[config.mk]
export PLATFORM = sky130hd
export DESIGN_NAME = freq_divider_multi
export DESIGN_NICKNAME = d
export VERILOG_FILES = /design/src/rtl/freq_divider_multi.sv
export SDC_FILE = /design/constraint.sdc
export NUM_CORES = 1
export LEC_CHECK = 0
export CORE_MARGIN = 4
export CORE_UTILIZATION = 35
export DETAILED_ROUTE_END_ITERATION = 12
export PLACE_DENSITY_LB_ADDON = 0.25
export RECOVER_POWER = 100
export SLEW_MARGIN = 20
export SYNTH_ARGS = -nofsm -noshare
export SYNTH_HDL_FRONTEND = slang
export SYNTH_SLANG_ARGS = --single-unit
[constraint.sdc]
create_clock -name clk_50 -period 3.9 [get_ports clk_50]
set_input_delay 0.975 -clock clk_50 [delete_from_list [all_inputs] [get_ports clk_50]]
set_output_delay 0.975 -clock clk_50 [all_outputs]
set_load 0.02 [all_outputs]
[src/rtl/freq_divider_multi.sv]
// Call-button latched clock divider: IDLE/RUN/DRAIN FSM generating clk/tick with fast/slow half-periods.
// Press-to-req latency 3 clk_50 edges; first clk rise HALF cycles after entering RUN; no backpressure.
module freq_divider_multi #(
    parameter int CLK_DIV       = 10,
    parameter int N_BUTTONS     = 3,
    parameter int DRAIN_PERIODS = 4
) (
    input  logic                 clk_50,
    input  logic                 reset_n,
    input  logic [N_BUTTONS-1:0] button,
    input  logic                 moving,
    input  logic                 slow_mode,
    input  logic [N_BUTTONS-1:0] req_clr,
    output logic                 clk,
    output logic                 tick,
    output logic                 running,
    output logic [N_BUTTONS-1:0] req
);

    localparam int CW = $clog2(2 * CLK_DIV) + 1;
    localparam int DW = $clog2(DRAIN_PERIODS + 1);
    localparam logic [CW-1:0] HALF_FAST  = CW'(CLK_DIV);
    localparam logic [CW-1:0] HALF_SLOW  = CW'(2 * CLK_DIV);
    localparam logic [DW-1:0] DRAIN_LOAD = DW'(DRAIN_PERIODS);

    typedef enum logic [1:0] {IDLE, RUN, DRAIN} state_t;

    logic [N_BUTTONS-1:0] sync1_q, sync2_q, prev_q, press, req_q, req_d;
    logic [1:0]           settle_q;
    logic                 settled;

    state_t               state_q, state_d;
    logic [CW-1:0]        cnt_q, cnt_d, half;
    logic [DW-1:0]        drain_q, drain_d;
    logic                 clk_q, clk_d, tick_q, tick_d, mode_q, mode_d;
    logic                 wrap, active;

    // Edge detector stays disarmed until the synchronizer holds a real sample,
    // so a button already held low when reset releases never counts as a press.
    assign settled = (settle_q == 2'd2);
    assign press   = prev_q & ~sync2_q;
    assign req_d   = (req_q & ~req_clr) | press;

    always_ff @(posedge clk_50 or negedge reset_n) begin
        if (!reset_n) begin
            sync1_q  <= '1;
            sync2_q  <= '1;
            prev_q   <= '0;
            settle_q <= 2'd0;
            req_q    <= '0;
        end else begin
            sync1_q  <= button;
            sync2_q  <= sync1_q;
            prev_q   <= settled ? sync2_q : '0;
            if (!settled) settle_q <= settle_q + 2'd1;
            req_q    <= req_d;
        end
    end

    assign half   = mode_q ? HALF_SLOW : HALF_FAST;
    assign wrap   = (cnt_q == half - CW'(1));
    assign active = moving | (|req_q);

    always_comb begin
        state_d = state_q;
        cnt_d   = cnt_q;
        clk_d   = clk_q;
        tick_d  = 1'b0;
        mode_d  = mode_q;
        drain_d = drain_q;
        case (state_q)
            IDLE: begin
                cnt_d = '0;
                clk_d = 1'b0;
                if (active) begin
                    state_d = RUN;
                    mode_d  = slow_mode;
                end
            end
            RUN, DRAIN: begin
                if (wrap) begin
                    cnt_d  = '0;
                    clk_d  = ~clk_q;
                    tick_d = ~clk_q;
                    if (clk_q) mode_d = slow_mode;
                end else begin
                    cnt_d = cnt_q + CW'(1);
                end
                if (state_q == RUN) begin
                    if (wrap && clk_q && !active) begin
                        state_d = DRAIN;
                        drain_d = DRAIN_LOAD;
                    end
                end else if (active) begin
                    // Divider phase carries over untouched; only the drain count is dropped.
                    state_d = RUN;
                    drain_d = '0;
                end else if (wrap && clk_q) begin
                    drain_d = drain_q - DW'(1);
                    if (drain_q <= DW'(1)) begin
                        state_d = IDLE;
                        drain_d = '0;
                        cnt_d   = '0;
                        clk_d   = 1'b0;
                    end
                end
            end
            default: state_d = IDLE;
        endcase
    end

    always_ff @(posedge clk_50 or negedge reset_n) begin
        if (!reset_n) begin
            state_q <= IDLE;
            cnt_q   <= '0;
            drain_q <= '0;
            clk_q   <= 1'b0;
            tick_q  <= 1'b0;
            mode_q  <= 1'b0;
        end else begin
            state_q <= state_d;
            cnt_q   <= cnt_d;
            drain_q <= drain_d;
            clk_q   <= clk_d;
            tick_q  <= tick_d;
            mode_q  <= mode_d;
        end
    end

    assign clk     = clk_q;
    assign tick    = tick_q;
    assign running = (state_q != IDLE);
    assign req     = req_q;

endmodule

Yosys cells after proc, flatten, opt, wreduce, memory -nomap -nowiden
Cells that the tools add are included.

Bits of input ports: 10. Logic and storage cells: 78. Bits in registers: 28. Output and inout bits: 6.

Multiplexer cells: 32. Reductions and logical operators: 12. Equality and inequality tests: 11. Bitwise operators: 7. Magnitude comparators: 1. $add $sub $neg: 4.

Operators with widths (count): two-way mux 6 bit (5); two-way mux 3 bit (6); two-way mux 2 bit (6); case mux 6 bit (2 select lines) (1); two-way mux 1 bit (10); != test 4 bit (second input constant) (2); AND reduction 4 bit (2); adder 6 x 1 -> 6 bit (second input constant) (1); AND 3 bit (2); == test 6 bit (1); != test 2 bit (second input constant) (3); NOT 3 bit (2); subtractor 5 x 1 -> 6 bit (second input constant) (1); two-way mux 5 bit (1); == test 2 bit (second input constant) (2); case mux 1 bit (2 select lines) (2); case mux 2 bit (2 select lines) (1); nonzero test 2 bit (2); less-or-equal comparator 3 x 1 -> 1 bit (second input constant) (1); != test 3 bit (second input constant) (1); bitwise OR 3 bit (1); AND reduction 3 bit (1); nonzero test 3 bit (1); OR reduction 3 bit (1); other kinds (10) (11).

Depth between registers and ports, before layout
Depth after elaboration: 9. Depth in mapped cells: 7. Gate-level depth less buffers: 7.

Least setup slack after synthesis
Ideal clock, no wire load.

Path kind: in2reg. Start point: input port moving. End point: register cnt_q[3]. Path buffers: 1. Stages on the path: 5. Library setup time: 0.127 ns. Arrival: 2.189 ns. Required time: 3.773 ns. Path slack: 1.584 ns. Cell sequence: or4_1 -> buf_2 -> o41ai_4 -> or2_2 -> o211ai_2.

Word-level cells in the longest chain between the ends: 4.

Ends and longest elaborated chain: from (decl) (RTL line 11) `input logic moving,`; bitwise OR 1 bit (RTL line 62) `assign active = moving | (|req_q);`; two-way mux 6 bit (RTL line 94) `end else if (active) begin`; two-way mux 6 bit (RTL line 89) `if (state_q == RUN) begin`; case mux 6 bit (2 select lines) (RTL line 71) `case (state_q)`; to (signal assigned) (RTL line 122) `cnt_q <= cnt_d;`; to (decl) (RTL line 33) `logic [CW-1:0] cnt_q, cnt_d, half;`.

No other way between the ends. A chain may end at the register's enable or synchronous reset.

Worst setup path in the final report
Ends and elaborated chain as after synthesis.

==> flow_summary_export.csv <==
group,metric,value,unit
outcome,status,"complete, no violations",
sta,fin_skew,0.00609,ns
yosys,syn_inst,133,
detailed_routing,drc,0,
die,start_util,37.3,%
sta,tightest_slew,1.27,ns
pwr,clock_power_share,22.9,%
global_route,grt-ovfl-total,0,
pwr,seqPwrFrac,39.1,%
cts,cts_resized,0,
detailed_routing,vias_per_cell,5.14,
die,num_rows,22,
finish,fin_cells,199,
critical_path,start_kind,"input pin",
finish,n_antenna_cell,0,
pwr,power_frac_comb,38.0,%
yosys,synthArstFlopShare,100,%
critical_path,max_stage_delay,0.86,ns
detailed_routing,wl,2700,um
cts,cts.htree.levels,1,
yosys,synth-xor-area-share,0.623,%
critical_path,worstSetupPathType,"in2reg",
yosys,synth_cell_types,41,
place,gp_congestion,0.872,
sta,fmaxAchievable,0.313,GHz
cts,cts-root-buf,"clkbuf_8",
yosys,synth_mux_area_share,2.22,%
detailed_routing,postRouteAntennaNets,0,
place,placedCellCount,195,
cts,cts_setup_buffers,0,
yosys,synth_seq_cells,28,
detailed_routing,drtIter0Drc,48,
cts,cts_hold_buf,0,
critical_path,cp.arrival,3.35,ns
sta,fin_crit_sh,81.9,%
sta,final-hold-violation-count,0,
pwr,internal-power,642,uW
sta,slew_headroom,15.5,%
yosys,synth_adder_area_share,8.90,%
finish,nets,172,
yosys,ys_warn_count,0,
finish,most-common-layout-cells,"22 x dfrtp_1, 17 x inv_1, 13 x dlygate4sd3_1",
cts,clockBufferDepth,2,
cts,clk_latency,0.28,ns
global_route,grtUsageTotal,11.4,%
cts,clk_pin_slew,0.10,ns
critical_path,end_kind,"flop",
detailed_routing,first_pass_iters,4,
pwr,ir_worst_vdd,0.000290,V
global_route,grt_pass1_vias,1038,
detailed_routing,wl_per_cell,13.6,um
die,die_x,71.4,um
critical_path,slowest_stage,"o41ai_1",
yosys,synth_area,1410,um2
finish,drive_above_1_share,9.27,%
place,numPortBuffers,15,
cts,cts_tree,"yes",
worst_hold_path,hold_class,"reg2reg",
cts,cts.sinks,28,
sta,slew_violations,0,
yosys,syn_avg_cell_area,10.6,um2
finish,final_common_cell,"dfrtp_1",
global_route,grt_pass1_wl,4710,um
pwr,p_sw,352,uW
die,dieArea,5100,um2
detailed_routing,vias,1022,
yosys,synth-main-ff-cell,"dfrtp_1",
yosys,yosysSeqAreaShare,50.4,%
critical_path,required,4.05,ns
finish,synthToLayoutAreaGrowth,17.5,%
yosys,synth_edf_count,0,
sta,rsz0062_at_grt,"no",
critical_path,worstPathCellList,"dlygate4sd3_1 -> or4_1 -> o41ai_1 -> or2_2 -> o211ai_1",
pwr,leakage,0.000729,uW
critical_path,crit_fanout,8,
critical_path,cp_top_family,"compound AO/OA/AOI/OAI gates",
yosys,synth_compound_area_share,18.9,%
die,core-area,3770,um2
pwr,power_density,602,nW/um2
place,hpwl,1980,um
global_route,grt_max_degree,25,
sta,period_minus_slack,3.19,ns
critical_path,cp.buffers_inverters,1,
sta,fin_setup_tns,0,ns
pwr,swShare,35.4,%
global_route,antenna_found_initial,0,
die,ioPinCount,16,
cts,numCtsBuffers,3,
yosys,synth_top_family_by_area,"compound AO/OA/AOI/OAI gates",
flow_run,max_cap_viol_count,0,
yosys,synth_fp_nets,153,
yosys,yosys.area_share.simple,13.6,%
die,die_h,71.4,um
sta,setup_viol,0,
==> registers in the layout (all words and copies together) (netlist names) <==
| name | cells |
|---|---|
| drain_q | 3 |
| sync1_q | 3 |
| prev_q | 3 |
| cnt_q | 6 |
| sync2_q | 3 |
| tick | 1 |
| req | 3 |
| settle_q | 2 |
| clk | 1 |
| mode_q | 1 |
| state_q | 2 |
==> metrics by stage <==
step | utilization [%] | setup WS (ns) | total power [uW] | hold slack [ns] | instance area, um2
global route | 43.8 | 0.683 | 1060 | 0.367 | 1650
floorplan | - | 1.58 | 693 | 0.345 | 1410
finish | 43.8 | 0.706 | 995 | 0.357 | 1650
detailed placement | 42.9 | 0.954 | 803 | 0.347 | 1620
CTS | 44.8 | 1.17 | 1030 | 0.361 | 1690
global placement | 42.9 | 1.00 | 788 | 0.345 | 1620
==> routing by layer <==
layer  vias up  wire length (um)  global-route usage (%)
met2        13              1440                    21.2
met3         2                93                    3.37
met4         0                17                    2.51
li1        507                 -                       -
met1       500              1150                    12.8
met5         -                 0                       0
==> layout make-up <==
class,instances,area (um2)
Multi-Input combinational cell,85,598
Timing Repair Buffer,17,151
Clock buffer,3,41.3
Tap cell,48,60.1
Fill cell,356,2120
Clock inverter,1,30.0
Sequential cell,28,708
Inverter,17,63.8
==> power groups by stage <==
| stage | sequential [uW] | combinational [uW] | clock, uW |
|---|---|---|---|
| floorplan | 385 | 308 | 0 |
| global placement | 392 | 396 | 0 |
| detailed placement | 397 | 406 | 0 |
| CTS | 391 | 407 | 236 |
| global route | 397 | 422 | 245 |
| finish | 389 | 378 | 227 |
==> path summary, 6_finish.rpt <==
check / startpoint / endpoint / slack (ns) / cells after the start
worst max register to register: cnt_q[4] / cnt_q[3] / 1.19 / 7
worst max-delay path: moving / cnt_q[3] / 0.71 / 5
max in group asynchronous: reset_n / sync2_q[0] / 2.14 / 2
worst min-delay path: sync1_q[1] / sync2_q[1] / 0.36 / 0
worst min register to register: sync1_q[1] / sync2_q[1] / 0.36 / 0
min in group asynchronous: reset_n / drain_q[0] / 0.94 / 1
==> synth_stat cells (2+ instances only) <==
library cell	number	share of area, %
mux2i_1	2	1.4
o21ai_1	5	1.8
nand2b_1	2	0.89
or4_1	3	1.6
a21oi_1	3	1.1
o22ai_1	4	1.8
inv_1	17	4.5
o211ai_1	2	1.1
o21ba_2	2	1.4
and2_1	4	1.8
clkbuf_1	2	0.53
nand3_1	2	0.71
dfrtp_1	22	39
ha_1	10	8.9
nor3_1	3	1.1
o21ai_0	4	1.4
nor2_1	7	1.9
dfstp_2	6	11
nand2_1	11	2.9
==> kinds of logic (layout without fill, tap and decap cells) <==
family          Yosys count  count (layout)
mux                       3               3
fa+ha+maj                10              10
simple gates             37              37
buf+inv                  20              38
flops                    28              28
compound gates           34              34
xor+xnor                  1               1
(Power assumes the default switching activity.)
